### src/rtl/router_pkg.sv
// Shared definitions for the router packet path: header field layout, default sizes
// and the transmitter state encoding.
package router_pkg;

  // Header byte layout: {len[5:0], addr[1:0]}
  localparam int unsigned HDR_ADDR_LSB = 0;
  localparam int unsigned HDR_ADDR_MSB = 1;
  localparam int unsigned HDR_LEN_LSB  = 2;
  localparam int unsigned HDR_LEN_MSB  = 7;

  localparam int unsigned MAX_LEN_DEF  = 63;
  localparam int unsigned ERR_WAIT_DEF = 3;

  localparam int unsigned BUF_DEPTH = 64;
  localparam int unsigned PTR_W     = 6;

  typedef enum logic [2:0] {
    StIdle = 3'd0,
    StLoad = 3'd1,
    StHdr  = 3'd2,
    StPay  = 3'd3,
    StPar  = 3'd4,
    StChk  = 3'd5,
    StDone = 3'd6
  } tx_state_e;

  function automatic logic [7:0] make_hdr(input logic [1:0] addr, input logic [5:0] len);
    logic [7:0] hdr;
    hdr = '0;
    hdr[HDR_ADDR_MSB:HDR_ADDR_LSB] = addr;
    hdr[HDR_LEN_MSB:HDR_LEN_LSB]   = len;
    return hdr;
  endfunction

endpackage

### src/rtl/router_tx_buf.sv
// Payload staging buffer: 64x8 register array, write pointer advanced while loading,
// read pointer advanced while transmitting; both pointers cleared at packet start.
module router_tx_buf
  import router_pkg::*;
(
  input  logic             clk,
  input  logic             reset,
  input  logic             clr,
  input  logic             wr_en,
  input  logic [7:0]       wr_data,
  input  logic             rd_adv,
  output logic [7:0]       rd_data,
  output logic [PTR_W-1:0] rd_ptr
);

  logic [7:0]       mem [BUF_DEPTH];
  logic [PTR_W-1:0] wr_ptr_q;
  logic [PTR_W-1:0] rd_ptr_q;

  always_ff @(posedge clk or posedge reset) begin
    if (reset) begin
      wr_ptr_q <= '0;
      rd_ptr_q <= '0;
    end else if (clr) begin
      wr_ptr_q <= '0;
      rd_ptr_q <= '0;
    end else begin
      if (wr_en) wr_ptr_q <= wr_ptr_q + 6'd1;
      if (rd_adv) rd_ptr_q <= rd_ptr_q + 6'd1;
    end
  end

  // Storage is not reset; stale contents are unreachable once the pointers clear.
  always_ff @(posedge clk) begin
    if (wr_en) mem[wr_ptr_q] <= wr_data;
  end

  assign rd_data = mem[rd_ptr_q];
  assign rd_ptr  = rd_ptr_q;

endmodule

### src/rtl/router_pkt_tx.sv
// Router packet transmitter: buffers a payload, then sends header, payload and parity,
// and reports the router's parity verdict. ROUTER_TX_PAR_INJ_EN adds the inj_par port.
module router_pkt_tx
  import router_pkg::*;
#(
  parameter int unsigned MAX_LEN  = MAX_LEN_DEF,
  parameter int unsigned ERR_WAIT = ERR_WAIT_DEF
) (
  input  logic       clk,
  input  logic       reset,
  input  logic       cmd_valid,
  output logic       cmd_ready,
  input  logic [1:0] cmd_addr,
  input  logic [5:0] cmd_len,
`ifdef ROUTER_TX_PAR_INJ_EN
  input  logic       inj_par,
`endif
  output logic       cmd_rej,
  input  logic       pl_valid,
  output logic       pl_ready,
  input  logic [7:0] pl_data,
  output logic [7:0] datain,
  output logic       packet_valid,
  input  logic       busy,
  input  logic       err,
  output logic       pkt_done,
  output logic       pkt_err
);

  localparam logic [5:0] MaxLen  = 6'(MAX_LEN);
  localparam logic [5:0] ErrLast = 6'(ERR_WAIT - 1);

  tx_state_e  state_q;
  logic [7:0] hdr_q;
  logic [5:0] len_q;
  logic [7:0] par_q;
  logic [5:0] cnt_q;
  logic       err_acc_q;

  logic             cmd_legal;
  logic             buf_clr;
  logic             buf_wr;
  logic             buf_rd_adv;
  logic [7:0]       buf_rd_data;
  logic [PTR_W-1:0] buf_rd_ptr;
  logic             pay_last;
  logic [7:0]       par_tx;

  assign cmd_ready = (state_q == StIdle);
  assign pl_ready  = (state_q == StLoad);

  assign cmd_legal = (cmd_addr != 2'd3) && (cmd_len != 6'd0) && (cmd_len <= MaxLen);
  assign buf_clr   = cmd_ready && cmd_valid && cmd_legal;
  assign buf_wr    = pl_ready && pl_valid;

  // Read pointer runs one ahead of the byte on datain, so reaching len means the
  // last payload byte is currently being presented.
  assign pay_last   = (buf_rd_ptr == len_q);
  assign buf_rd_adv = !busy && ((state_q == StHdr) || ((state_q == StPay) && !pay_last));

`ifdef ROUTER_TX_PAR_INJ_EN
  logic inj_q;

  always_ff @(posedge clk or posedge reset) begin
    if (reset) begin
      inj_q <= 1'b0;
    end else if (buf_clr) begin
      inj_q <= inj_par;
    end
  end

  assign par_tx = par_q ^ {7'b0, inj_q};
`else
  assign par_tx = par_q;
`endif

  router_tx_buf u_buf (
    .clk     (clk),
    .reset   (reset),
    .clr     (buf_clr),
    .wr_en   (buf_wr),
    .wr_data (pl_data),
    .rd_adv  (buf_rd_adv),
    .rd_data (buf_rd_data),
    .rd_ptr  (buf_rd_ptr)
  );

  always_ff @(posedge clk or posedge reset) begin
    if (reset) begin
      state_q      <= StIdle;
      hdr_q        <= '0;
      len_q        <= '0;
      par_q        <= '0;
      cnt_q        <= '0;
      err_acc_q    <= 1'b0;
      datain       <= '0;
      packet_valid <= 1'b0;
      cmd_rej      <= 1'b0;
      pkt_done     <= 1'b0;
      pkt_err      <= 1'b0;
    end else begin
      cmd_rej  <= 1'b0;
      pkt_done <= 1'b0;
      pkt_err  <= 1'b0;
      unique case (state_q)
        StIdle: begin
          if (cmd_valid) begin
            if (cmd_legal) begin
              hdr_q   <= make_hdr(cmd_addr, cmd_len);
              par_q   <= make_hdr(cmd_addr, cmd_len);
              len_q   <= cmd_len;
              cnt_q   <= '0;
              state_q <= StLoad;
            end else begin
              cmd_rej <= 1'b1;
            end
          end
        end
        StLoad: begin
          if (pl_valid) begin
            par_q <= par_q ^ pl_data;
            cnt_q <= cnt_q + 6'd1;
            if (cnt_q == len_q - 6'd1) begin
              state_q      <= StHdr;
              datain       <= hdr_q;
              packet_valid <= 1'b1;
            end
          end
        end
        StHdr: begin
          if (!busy) begin
            state_q <= StPay;
            datain  <= buf_rd_data;
          end
        end
        StPay: begin
          if (!busy) begin
            if (pay_last) begin
              state_q      <= StPar;
              datain       <= par_tx;
              packet_valid <= 1'b0;
            end else begin
              datain <= buf_rd_data;
            end
          end
        end
        StPar: begin
          if (!busy) begin
            state_q   <= StChk;
            datain    <= '0;
            cnt_q     <= '0;
            err_acc_q <= 1'b0;
          end
        end
        StChk: begin
          err_acc_q <= err_acc_q | err;
          cnt_q     <= cnt_q + 6'd1;
          if (cnt_q == ErrLast) begin
            state_q  <= StDone;
            pkt_done <= 1'b1;
            pkt_err  <= err_acc_q | err;
          end
        end
        StDone: begin
          state_q <= StIdle;
        end
        default: begin
          state_q <= StIdle;
        end
      endcase
    end
  end

endmodule

### config.mk
export PLATFORM = sky130hd
export DESIGN_NAME = router_pkt_tx
export DESIGN_NICKNAME = d
export VERILOG_FILES = /design/src/rtl/router_pkg.sv /design/src/rtl/router_tx_buf.sv /design/src/rtl/router_pkt_tx.sv
export SDC_FILE = /design/constraint.sdc
export NUM_CORES = 1
export LEC_CHECK = 0
export BUFFER_PORTS_ARGS = -buffer_cell sky130_fd_sc_hd__buf_2
export CAP_MARGIN = 20
export CORE_ASPECT_RATIO = 0.9
export CORE_MARGIN = 10
export CORE_UTILIZATION = 25
export CTS_CLUSTER_SIZE = 30
export DETAILED_ROUTE_END_ITERATION = 8
export PLACE_DENSITY_LB_ADDON = 0.2
export SYNTH_ARGS = -nofsm -noshare
export SYNTH_HDL_FRONTEND = slang
export SYNTH_SLANG_ARGS = --single-unit
### constraint.sdc
create_clock -name clk -period 2.4 [get_ports clk]
set_input_delay 0.12 -clock clk [delete_from_list [all_inputs] [get_ports clk]]
set_output_delay 0.12 -clock clk [all_outputs]
set_load 0.05 [all_outputs]
# Yosys cells after proc, flatten, opt, wreduce, memory -nomap -nowiden

Memories as Yosys holds them, arrays and structs flattened.
Index checks and enable logic that the tools add are counted.

Register bits after elaboration: 56
Memories: 1
Input bits: 22
Memory bits (read-only): 0
Bits in latches: 0
Bits in writable memories: 512

Equal/unequal tests: 18
Multipliers: 0
Divide/modulo/power cells: 0
Bitwise gates (word level): 2
Add/subtract/negate cells: 4
Mux-type cells: 46
Reduce and logical (&&, ||, !) cells: 26
Magnitude comparators: 1
Shifts and indexed selects: 0

Memory list:

| name      | depth | width | rd ports | clocked after Yosys merged registers in | write ports | line                | text |
|---|---|---|---|---|---|---|---|
| u_buf.mem | 64    | 8     | 1        | 0                                       | 1           | router_tx_buf.sv:16 | `logic [7:0] mem [BUF_DEPTH];` |

Operator list:

| cell                                                  | number |
|---|---|
| 2-to-1 mux 8 bit                                      | 9 |
| 2-to-1 mux 6 bit                                      | 8 |
| one-hot mux 8 bit (4 select lines)                    | 1 |
| 2-to-1 mux 3 bit                                      | 9 |
| one-hot mux 6 bit (4 select lines)                    | 1 |
| adder 6 x 1 -> 6 bit, second input constant           | 3 |
| one-hot mux 3 bit (6 select lines)                    | 1 |
| inequality test 2 bit, second input constant          | 8 |
| one-hot mux 8 bit (2 select lines)                    | 1 |
| 2-to-1 mux 1 bit                                      | 14 |
| equality test 6 bit                                   | 2 |
| AND reduction 5 bit                                   | 2 |
| nonzero test 2 bit                                    | 5 |
| AND reduction 9 bit                                   | 1 |
| nonzero test 4 bit                                    | 2 |
| bitwise XOR 8 bit                                     | 1 |
| logical AND 1 bit                                     | 7 |
| equality test 3 x 2 -> 1 bit, second input constant   | 2 |
| equality test 3 bit, second input constant            | 2 |
| equality test 6 x 2 -> 1 bit, second input constant   | 1 |
| less-or-equal comparator 6 bit, second input constant | 1 |
| AND reduction 6 bit                                   | 1 |
| nonzero test 6 bit                                    | 1 |
| subtractor 6 x 1 -> 6 bit, second input constant      | 1 |
| other kinds (10)                                      | 13 |

# Logic depth before layout (Yosys ltp)

Gate-level depths: netlist of run 1.

Depth after elaboration: 7
Gate-level depth with buffers: 11

# Hierarchy

A second synthesis of run 1 with hierarchy kept.

Cells, all modules: 1249
Area, all modules: 22813.1 sq um

Modules (own cells, without submodules):

| module        | area an instance (sq um) | cells each | seq. area each (sq um) | instances |
|---|---|---|---|---|
| router_tx_buf | 20556.0                  | 1009       | 15675.0                | 1 |
| router_pkt_tx | 2257.2                   | 240        | 950.9                  | 1 |

# Worst setup path before layout of run 1

OpenSTA, ideal clock, no wires.

Kind: register -> register
From: register state_q[1]
To: register hdr_q[4]
Arrival: 2.851 ns
Clock period less this slack: 2.976 ns
Path slack: -0.576 ns
Stages on the path, launching flop included: 7
Setup time: 0.125 ns
Data required time: 2.275 ns
Path through: dfrtp_1 > buf_2 > nor3_1 > and3_1 > clkbuf_1 > buf_2 > mux2_2

Cells in the longest elaborated chain, start to end: 2

Ends and longest elaborated chain:

| element                              | line                 | text |
|---|---|---|
| start, declared                      | router_pkt_tx.sv:33  | `tx_state_e state_q;` |
| start signal, assigned               | router_pkt_tx.sv:90  | `state_q <= StIdle;` |
| start signal, assigned               | router_pkt_tx.sv:113 | `state_q <= StLoad;` |
| start signal, assigned               | router_pkt_tx.sv:124 | `state_q <= StHdr;` |
| logical NOT 3 bit                    | --                   |  |
| net cmd_ready                        | router_pkt_tx.sv:12  | `output logic cmd_ready,` |
| AND reduction 3 bit (no source line) | --                   |  |
| end signal, assigned                 | router_pkt_tx.sv:109 | `hdr_q <= make_hdr(cmd_addr, cmd_len);` |
| end, declared                        | router_pkt_tx.sv:34  | `logic [7:0] hdr_q;` |

The timed path passes the listed nets, and every way through them passes these cells.
A chain may end at the register's enable or synchronous reset.

# Worst setup path after layout of run 1

From: register u_buf.rd_ptr_q[0], in the netlist u_buf.rd_ptr[0]
To: register datain[7]

Cells in the longest elaborated chain, start to end: 4
Elaborated cells between the ends (all ways): 6

Ends and longest elaborated chain:

| element                                                    | line                 | text |
|---|---|---|
| start, declared                                            | router_tx_buf.sv:18  | `logic [PTR_W-1:0] rd_ptr_q;` |
| start signal, assigned                                     | router_tx_buf.sv:29  | `if (rd_adv) rd_ptr_q <= rd_ptr_q + 6'd1;` |
| memory (64 x 8 bit) or equality test 6 bit (tied branches) | --                   |  |
| 2-to-1 mux 8 bit                                           | router_pkt_tx.sv:138 | `if (pay_last) begin` |
| 2-to-1 mux 8 bit                                           | router_pkt_tx.sv:137 | `if (!busy) begin` |
| one-hot mux 8 bit (4 select lines) (*)                     | router_pkt_tx.sv:105 | `unique case (state_q)` |
| end signal, assigned                                       | router_pkt_tx.sv:133 | `datain <= buf_rd_data;` |
| end signal, assigned                                       | router_pkt_tx.sv:140 | `datain <= par_tx;` |
| end signal, assigned                                       | router_pkt_tx.sv:143 | `datain <= buf_rd_data;` |
| end, declared                                              | router_pkt_tx.sv:22  | `output logic [7:0] datain,` |

Every way passes the cells marked *; elsewhere a longest branch is shown, timed or not. The select of a mux whose other input is x is not followed.

==> flow_summary.ini, run 1 <==
[run_status]
outcome = finished with violations
violations = setup timing

[yosys]
synthCells = 1278
synth_cell_types = 67
synth_simple_gate_area_frac = 0.0467
async_flop_share = 0.0890
synthMuxAreaShare = 0.128
synth_area_um2 = 22800
ys_warn_count = 0
synth_compound_area_frac = 0.0631
synth-edff-count = 512
synth_xor_area_frac = 0.00807
postSynthAreaPerCell_um2 = 17.8
synth_flop_cell = edfxtp_1
synth_top_family_by_area = multiplexers
synth_fa_ha_area_frac = 0.00275
yosysSeqAreaShare = 0.730
synth_seq_cells = 562
syn-num-nets = 1305

[critical_path]
crit_path_max_incr_delay_ns = 0.58
critPathMostFrequentCell = a22o_1
crit_family = compound AO/OA/AOI/OAI gates
critical_path_required_ns = 2.91
slowest_stage = mux4_2
r2r_slack_ns = -0.15
startpoint_type = flop
cp-end-kind = flop
arrival_ns = 3.06
cp.buffers_inverters = 1
cp_cell_sequence = buf_12, mux4_2, a22o_1, a211o_1, a32oi_2, nand3_2, a22o_1
crit_fanout = 7
crit_type = reg -> reg

[global_routing]
grt_use_total = 0.121
grt-ovfl-total = 0
grt_pass1_vias = 13000
grt_start_max_net_pins = 49
grt_pass1_wl_um = 93900
antenna_found_initial = 1

[drt]
drt_pass1_iterations = 5
avgRoutedWirePerCell_um = 22.8
postRouteAntennaNets = 0
wl_um = 64500
viasPerCell = 4.56
vias = 12900
drt-initial-drc-count = 998
drc_errors = 0

[layout]
fill_cells = 8704
final_cell_mix = edfxtp_1, buf_4, nor2_1
stdcell_area_um2 = 28700
area_growth_pct = 25.8
nNetsFinal = 1582
n_antenna_cell = 0
drive_gt1_frac = 0.329
layout_commonest_cell = edfxtp_1

[placement]
place_area_um2 = 26000
gp_congestion = 0.774
port_buffers = 35
hpwl_um = 43300

[sta]
drv_slew = 0
slew_headroom = 0.344
rsz0062_at_grt = yes
setup_viol = 8
hold_viol = 0
worst_slack_ns = -0.152
fmax_ghz = 0.392
post-route-period-util = 1.06
layout_min_cycle_time_ns = 2.55
finalClockSkew_ns = 0.0273
tightest_slew_ns = 0.984

[clock_tree]
clk_pin_slew_ns = 0.06
numCtsBuffers = 60
cts_root_buf = clkbuf_16
cts_sinks = 562
htree_num_levels = 2
clockBufferDepth = 3
tritoncts = done
worstSkewPairLatency_ns = 0.65

[floorplan]
die_area_um2 = 104000
die_x_um = 338
die_h_um = 306
ioPinCount = 36
initial_core_util = 0.253
core_um2 = 89900
rows = 104

[pwr]
power.total_uw = 29300
power_density_nw_per_um2 = 1020
power_leakage_uw = 0.00967
ir_drop_uv = 554

[run]
cap_violations = 0

[hold_path]
hp-class = in -> reg
[worst paths after layout]
kind                                 startpoint  cells past startpoint               end
worst min register to register        err_acc_q                      1           pkt_err
worst min-delay path                 pl_data[1]                      1  u_buf.mem[42][1]
worst max register to register  u_buf.rd_ptr[0]                      7         datain[7]
max in group asynchronous                 reset                      4   u_buf.rd_ptr[5]
min in group asynchronous                 reset                      3      packet_valid
worst max-delay path            u_buf.rd_ptr[0]                      7         datain[7]
[timing repair]
action | 4_1_cts | 5_1_grt
setup buffers | 6 | 15
hold buffers | 16 | 0
endpoints found under the hold margin | 99 | 0
pin swaps | 14 | 17
endpoints found under the setup margin | 9 | 265
gates cloned | 2 | 1
resized for setup | 24 | 23
[per-layer routing]
| metal | GRT usage | wire (µm) | vias up |
|---|---|---|---|
| li1 | - | - | 5698 |
| met1 | 0.178 | 31600 | 6791 |
| met2 | 0.182 | 28500 | 301 |
| met3 | 0.0223 | 3180 | 83 |
| met4 | 0.0312 | 1300 | 2 |
| met5 | 0 | 18 | - |
[state kept, by name (all words and copies together), names as in the netlist, 3 cells and up]
name / cells
cnt_q: 6
u_buf.mem: 512
u_buf.rd_ptr: 6
hdr_q: 7
u_buf.wr_ptr_q: 6
par_q: 8
datain: 8
state_q: 3
[synthesized netlist by cell type, drive strengths merged, types with 14 or more instances]
library cell | number | area [µm²]
nor2 | 99 | 372
a21oi | 34 | 170
nand2 | 37 | 139
xor2 | 14 | 123
o22ai | 19 | 119
mux2i | 62 | 621
a22o | 15 | 131
dfrtp | 50 | 1250
nand3 | 28 | 140
buf | 45 | 342
clkbuf | 30 | 113
o21ai | 28 | 140
mux2 | 25 | 293
edfxtp | 512 | 15400
a211oi | 18 | 150
mux4 | 88 | 2000
[power breakdown]
| group | total (µW) | switching, µW | internal [µW] |
|---|---|---|---|
| Clock | 9670 | 3930 | 5750 |
| Sequential | 11500 | 434 | 11100 |
| Combinational | 8100 | 4310 | 3790 |
[cells by family after synthesis]
group / count (synthesis)
fa+ha+maj: 5
compound gates: 200
flops: 562
mux: 175
xor+xnor: 21
buf+inv: 87
simple gates: 228
[layout make-up]
| class | count | area, µm² | area share |
|---|---|---|---|
| Tap cell | 1219 | 1530 | 0.0532 |
| Clock buffer | 78 | 1620 | 0.0565 |
| Multi-Input combinational cell | 629 | 5840 | 0.204 |
| Inverter | 12 | 45.0 | 0.00157 |
| Sequential cell | 562 | 16600 | 0.580 |
| Clock inverter | 34 | 455 | 0.0159 |
| Timing Repair Buffer | 290 | 2550 | 0.0888 |
[metrics by stage]
stage / setup TNS, ns / hold slack (ns) / util / cells / setup WS [ns]
floorplan: 0 / 0.218 / - / 1278 / 0.175
CTS: -1.17 / 0.000460 / 0.316 / 2808 / -0.204
global route: -1.41 / 0.0181 / 0.319 / 2824 / -0.205
finish: -0.792 / 0.00870 / 0.319 / 2824 / -0.152
detailed placement: -2.07 / 0.181 / 0.289 / 2672 / -0.423
global placement: -2.01 / 0.177 / 0.289 / 2671 / -0.392
Power figures use the tool's default switching activity.
==> inputs of run 2 (changes only) <==
==> constraint.sdc (replaced) <==
create_clock -name clk -period 2.6 [get_ports clk]
set_input_delay 0.13 -clock clk [delete_from_list [all_inputs] [get_ports clk]]
set_output_delay 0.13 -clock clk [all_outputs]
set_load 0.05 [all_outputs]
==> run 2 against run 1 <==
Compared with the run above: the run still ends with setup timing left; worst hold slack better by 0.020 ns; via count shrank 1.9%; clock power down 6.7%; wire length is 2.8% lower; critical path depth increased by 1; worst setup slack better by 0.15 ns.
==> flow_summary.ini, run 2 (synthesized netlist as in run 1, its figures left out) <==
[clock_tree]
clk_pin_slew_ns = 0.05
worstSkewPairLatency_ns = 0.62
htree_num_levels = 3
cts_sinks = 562
clockBufferDepth = 3
cts_root_buf = clkbuf_16
tritoncts = done
numCtsBuffers = 66

[pwr]
power_leakage_uw = 0.00939
power_density_nw_per_um2 = 931
ir_drop_uv = 602

[floorplan]
die_x_um = 338
die_area_um2 = 104000
core_um2 = 89900
rows = 104
initial_core_util = 0.253
die_h_um = 306
ioPinCount = 36

[global_routing]
use_met2 = 0.181
grt-ovfl-total = 0
grt_pass1_vias = 12900
antenna_found_initial = 4
grt_pass1_wl_um = 91900
top_usage_layer = met2
grt_use_met3 = 0.0237
grt_start_max_net_pins = 49
grtUsageMet1 = 0.171
grt_use_total = 0.119

[drt]
avgRoutedWirePerCell_um = 22.6
drc_errors = 0
vias = 12600
viasPerCell = 4.55
wl_um = 62700
postRouteAntennaNets = 0
drt_pass1_iterations = 5
drt-initial-drc-count = 1036

[critical_path]
crit_fanout = 7
crit_type = reg -> reg
cp-end-kind = flop
arrival_ns = 3.09
r2r_slack_ns = -0.006
r2r_cells = 8
critical_path_required_ns = 3.09
timing.rr.end = datain[0]
startpoint_type = flop
rr_startpoint = u_buf.rd_ptr[0]

[layout]
registers.top_by_ff_count = u_buf.mem
stdcell_area_um2 = 28200
final_cell_mix = edfxtp_1, buf_4, nor2_1
layout_commonest_cell = edfxtp_1
drive_gt1_frac = 0.299
nNetsFinal = 1528
fin_cells = 2773
largest_reg_flops = 512
area_growth_pct = 23.6
seq_area_um2 = 16600
fill_cells = 8731
n_antenna_cell = 0
largestRegisters = u_buf.mem x512, datain x8, par_q x8
multi_input_area_um2 = 5830

[sta]
hold_viol = 0
layout_min_cycle_time_ns = 2.61
holdWs_ns = 0.0284
finalClockSkew_ns = 0.0300
tightest_slew_ns = 0.772
worst_slack_ns = -0.00577
post-route-period-util = 1.00
fmax_ghz = 0.384
setup_viol = 1
rsz0062_at_grt = yes
slew_headroom = 0.485
drv_slew = 0

[run_status]
violations = setup timing
outcome = finished with violations

[placement]
port_buffers = 35
place_area_um2 = 25700
post-place-cells = 2635
hpwl_um = 41300
gp_congestion = 0.767

[hold_path]
hp-class = in -> reg
hold_depth = 1
worstHoldEndpoint = u_buf.mem[10][6]
min_from = pl_data[6]

[run]
cap_violations = 0
==> run 2: changes by cell type in the layout (fill, tap and decap cells not counted), moves of 4 or more <==
cell and change:
a22o_1 -4, a22o_4 +4, buf_4 -52, bufinv_16 -5, clkbuf_16 +7, clkinv_1 +7
==> run 2: worst max-delay path, stage by stage (launching register included) <==
cell     delay [ns]
dfrtp_4        0.54
buf_12         0.17
buf_8          0.12
mux4_2         0.50
a22o_4         0.26
a211o_1        0.28
a32oi_2        0.27
nand3_1        0.14
a22o_1         0.20
==> run 2: per-layer routing <==
metal  vias to the layer above  wire length [µm]
met3                        69              3050
met1                      6639             30300
met2                       299             28200
met5                         -                33
li1                       5614                 -
met4                         6              1130
==> run 2: through the flow <==
stage / setup slack, ns / TNS, ns / power, µW / util
2_1_floorplan: 0.171 / 0 / 14900 / -
3_3_place_gp: -0.343 / -0.962 / 17200 / 0.285
3_5_place_dp: -0.295 / -0.962 / 17200 / 0.285
4_1_cts: -0.0408 / -0.0723 / 26500 / 0.313
5_1_grt: -0.0880 / -0.273 / 27400 / 0.313
6_report: -0.00577 / -0.00577 / 26200 / 0.313
==> run 2: area by class of cell <==
type | instances | area share
Clock buffer | 81 | 0.0632
Timing Repair Buffer | 230 | 0.0711
Sequential cell | 562 | 0.591
Multi-Input combinational cell | 629 | 0.207
Clock inverter | 40 | 0.0119
Inverter | 12 | 0.00160
Tap cell | 1219 | 0.0542
==> run 2: repair_timing <==
| item | CTS | global route |
|---|---|---|
| pin swaps | 8 | 7 |
| setup buffers | 2 | 0 |
| gates cloned | 1 | 0 |
| hold endpoints to repair | 74 | 0 |
| endpoints found under the setup margin | 8 | 8 |
| resized for setup | 24 | 9 |
| hold buffers | 14 | 0 |
==> run 2: how the worst max path moves through the flow <==
stage                          from        end  slack, ns  cells past startpoint
detailed placement  u_buf.rd_ptr[0]  datain[6]      -0.30                      7
finish              u_buf.rd_ptr[0]  datain[0]     -0.006                      8
global route        u_buf.rd_ptr[0]  datain[0]      -0.09                      8
CTS                 u_buf.rd_ptr[0]  datain[0]      -0.04                      8
global placement    u_buf.rd_ptr[0]  datain[6]      -0.34                      7
floorplan                state_q[1]   hdr_q[4]       0.17                      6
==> run 2: power by group <==
| part | leakage, µW | internal [µW] | switching (µW) |
|---|---|---|---|
| clock | 0.00103 | 5290 | 3730 |
| combinational | 0.00313 | 2860 | 3620 |
| sequential | 0.00523 | 10200 | 465 |
==> inputs of run 3 (changes only) <==
--- a/config.mk
+++ b/config.mk
@@ -5,6 +5,7 @@
 export SDC_FILE = /design/constraint.sdc
 export NUM_CORES = 1
 export LEC_CHECK = 0
+export ABC_AREA = 1
 export BUFFER_PORTS_ARGS = -buffer_cell sky130_fd_sc_hd__buf_2
 export CAP_MARGIN = 20
 export CORE_ASPECT_RATIO = 0.9
==> run 3 against run 2 <==
Compared with the run above: the run now ends clean; cell count grew 40%; highest routed layer is now met4; cell area up 3.9%; first-iteration DRC count increased by 40%; sequential share of layout area fell by 2.2 points.
==> flow_summary.ini, run 3 <==
[sta]
drv_slew = 0
slew_headroom = 0.320
worst_slack_ns = 0.135
setup_tns_ns = 0
tightest_slew_ns = 1.02
fmax_ghz = 0.406
hold_viol = 0
finalClockSkew_ns = 0.0405
post-route-period-util = 0.948
rsz0062_at_grt = yes
layout_min_cycle_time_ns = 2.47
setup_viol = 0

[yosys]
synth_top_area_cell = edfxtp_1
synth_flop_cell = edfxtp_1
synth_seq_cells = 562
synthTopCellsByArea = edfxtp_1, nand2_1, nand3_1
synthCells = 2417
yosysMostFrequentCell = nand2_1
synth_area_um2 = 24600
yosysSeqAreaShare = 0.677
synth-edff-count = 512
syn-num-nets = 2444
postSynthAreaPerCell_um2 = 10.2
yosys-top-cells-count = nand2_1, edfxtp_1, nand3_1
synth_cell_types = 37
async_flop_share = 0.0890
ys_warn_count = 0
synth_top_area_frac = 0.626

[critical_path]
critical_path_required_ns = 2.92
arrival_ns = 2.79
crit_fanout = 8
cp-end-kind = flop
critPathMostFrequentCell = nand2_2
crit_family = simple AND/OR/NAND/NOR gates
cp_cell_sequence = inv_2, nand2_2, nor2_2, nand2_2, nor3_2, inv_1, nor2_1, buf_4
crit_path_max_incr_delay_ns = 0.43
slowest_stage = dfrtp_1
cp.buffers_inverters = 3
crit_type = reg -> reg
startpoint_type = flop

[clock_tree]
htree_num_levels = 2
clk_pin_slew_ns = 0.06
worstSkewPairLatency_ns = 0.66
clockBufferDepth = 3
cts_root_buf = clkbuf_16
tritoncts = done
numCtsBuffers = 61
cts_sinks = 562

[layout]
nNetsFinal = 2579
drive_gt1_frac = 0.114
final_cell_mix = nand2_1, edfxtp_1, nand3_1
layout_commonest_cell = nand2_1
area_growth_pct = 19.0
largestRegisters = u_buf.mem x512, datain x8, par_q x8
n_antenna_cell = 0
largest_reg_flops = 512
fill_cells = 10100
registers.top_by_ff_count = u_buf.mem

[floorplan]
ioPinCount = 36
rows = 109
die_h_um = 317
die_area_um2 = 111000
die_x_um = 350
initial_core_util = 0.251
core_um2 = 97900

[pwr]
clkPwrFrac = 0.320
internal_power_uw = 17700
power_frac_comb = 0.299
net-switching-power_uw = 10000
p_sw_frac = 0.361
power_density_nw_per_um2 = 949
ir_drop_uv = 554
power_leakage_uw = 0.0115
seqPwrFrac = 0.381

[drt]
avgRoutedWirePerCell_um = 18.9
drt-initial-drc-count = 1450
dr.max_layer_used = met4
vias = 17200
drt_pass1_iterations = 5
drc_errors = 0
route.met2.wl_um = 33400
viasPerCell = 4.44
met3_length_um = 3500
wl_met1_um = 34700
wl_um = 73400
postRouteAntennaNets = 0

[global_routing]
grt_start_max_net_pins = 88
grt-ovfl-total = 0
antenna_found_initial = 0
grt_pass1_wl_um = 110000
grt_use_total = 0.129
grt_pass1_vias = 17200

[placement]
port_buffers = 35
hpwl_um = 47300
pre_cts_slack_ns = 0.136
gp_congestion = 0.810

[run]
cap_violations = 0

[run_status]
outcome = finished, final reports clean

[hold_path]
hp-class = in -> reg
[run 3: logic make-up after synthesis]
kind of cell | count (synthesis) | share of synthesized area
buffers and inverters | 342 | 0.0593
DFF | 562 | 0.677
adders and majority gates | 5 | 0.00255
and+or+nand+nor | 1370 | 0.229
xor gates and xnor gates | 7 | 0.00249
AOI/OAI and AO/OA | 131 | 0.0298
[run 3: power groups by stage]
stage | Combinational (µW) | Sequential, µW | Clock [µW]
floorplan | 5310 | 10800 | 0
global placement | 8350 | 10700 | 0
detailed placement | 8360 | 10800 | 0
CTS | 8410 | 10600 | 9120
global route | 9230 | 10600 | 9470
finish | 8300 | 10600 | 8870
[run 3: path summary, 6_finish.rpt]
path / slack (ns) / start / cells past startpoint / to
setup / recovery: 0.13 / state_q[1] / 8 / u_buf.mem[63][2]
hold / removal: 0.04 / pl_data[3] / 1 / u_buf.mem[34][3]
setup reg to reg: 0.13 / state_q[1] / 8 / u_buf.mem[63][2]
hold reg to reg: 0.49 / hdr_q[1] / 2 / hdr_q[1]
max in group asynchronous: 1.78 / reset / 4 / par_q[0]
min in group asynchronous: 0.15 / reset / 3 / packet_valid
[run 3: timing repair]
item / 4_1_cts / 5_1_grt
gates resized for setup: 0 / 2
endpoints found under the setup margin: 0 / 2
hold buffers: 15 / 0
endpoints found under the hold margin: 76 / 0
buffers inserted: 0 / 0
[run 3: final cells by class]
| type | instances | area (µm²) | share of cell area |
|---|---|---|---|
| Tap cell | 1276 | 1600 | 0.0546 |
| Sequential cell | 562 | 16600 | 0.569 |
| Clock inverter | 43 | 439 | 0.0150 |
| Multi-Input combinational cell | 1513 | 6500 | 0.222 |
| Clock buffer | 71 | 1590 | 0.0542 |
| Timing Repair Buffer | 188 | 1640 | 0.0560 |
| Inverter | 226 | 856 | 0.0293 |
[run 3: metal layers]
metal	up-vias	global-route usage
li1	8274	-
met1	8462	0.183
met2	397	0.203
met3	100	0.0193
met4	0	0.0352
met5	-	0
[run 3: worst register-to-register path: stages (launching register included)]
cell and delay, ns:
dfrtp_1 0.43, inv_2 0.12, nand2_2 0.12, nor2_2 0.16, nand2_2 0.16, nor3_2 0.19, inv_1 0.30, nor2_1 0.38
buf_4 0.26
[run 3: stage by stage]
| step | total power [µW] | util | cells | instance area (µm²) | hold WS, ns |
|---|---|---|---|---|---|
| after CTS | 28100 | 0.299 | 3879 | 29200 | 0.00249 |
| after detailed placement | 19100 | 0.276 | 3750 | 27100 | 0.297 |
| after global placement | 19100 | 0.276 | 3750 | 27100 | 0.306 |
| final | 27800 | 0.299 | 3879 | 29200 | 0.0377 |
| after floorplan | 16100 | - | 2417 | 24600 | 0.229 |
| after global routing | 29300 | 0.299 | 3879 | 29200 | 0.0266 |
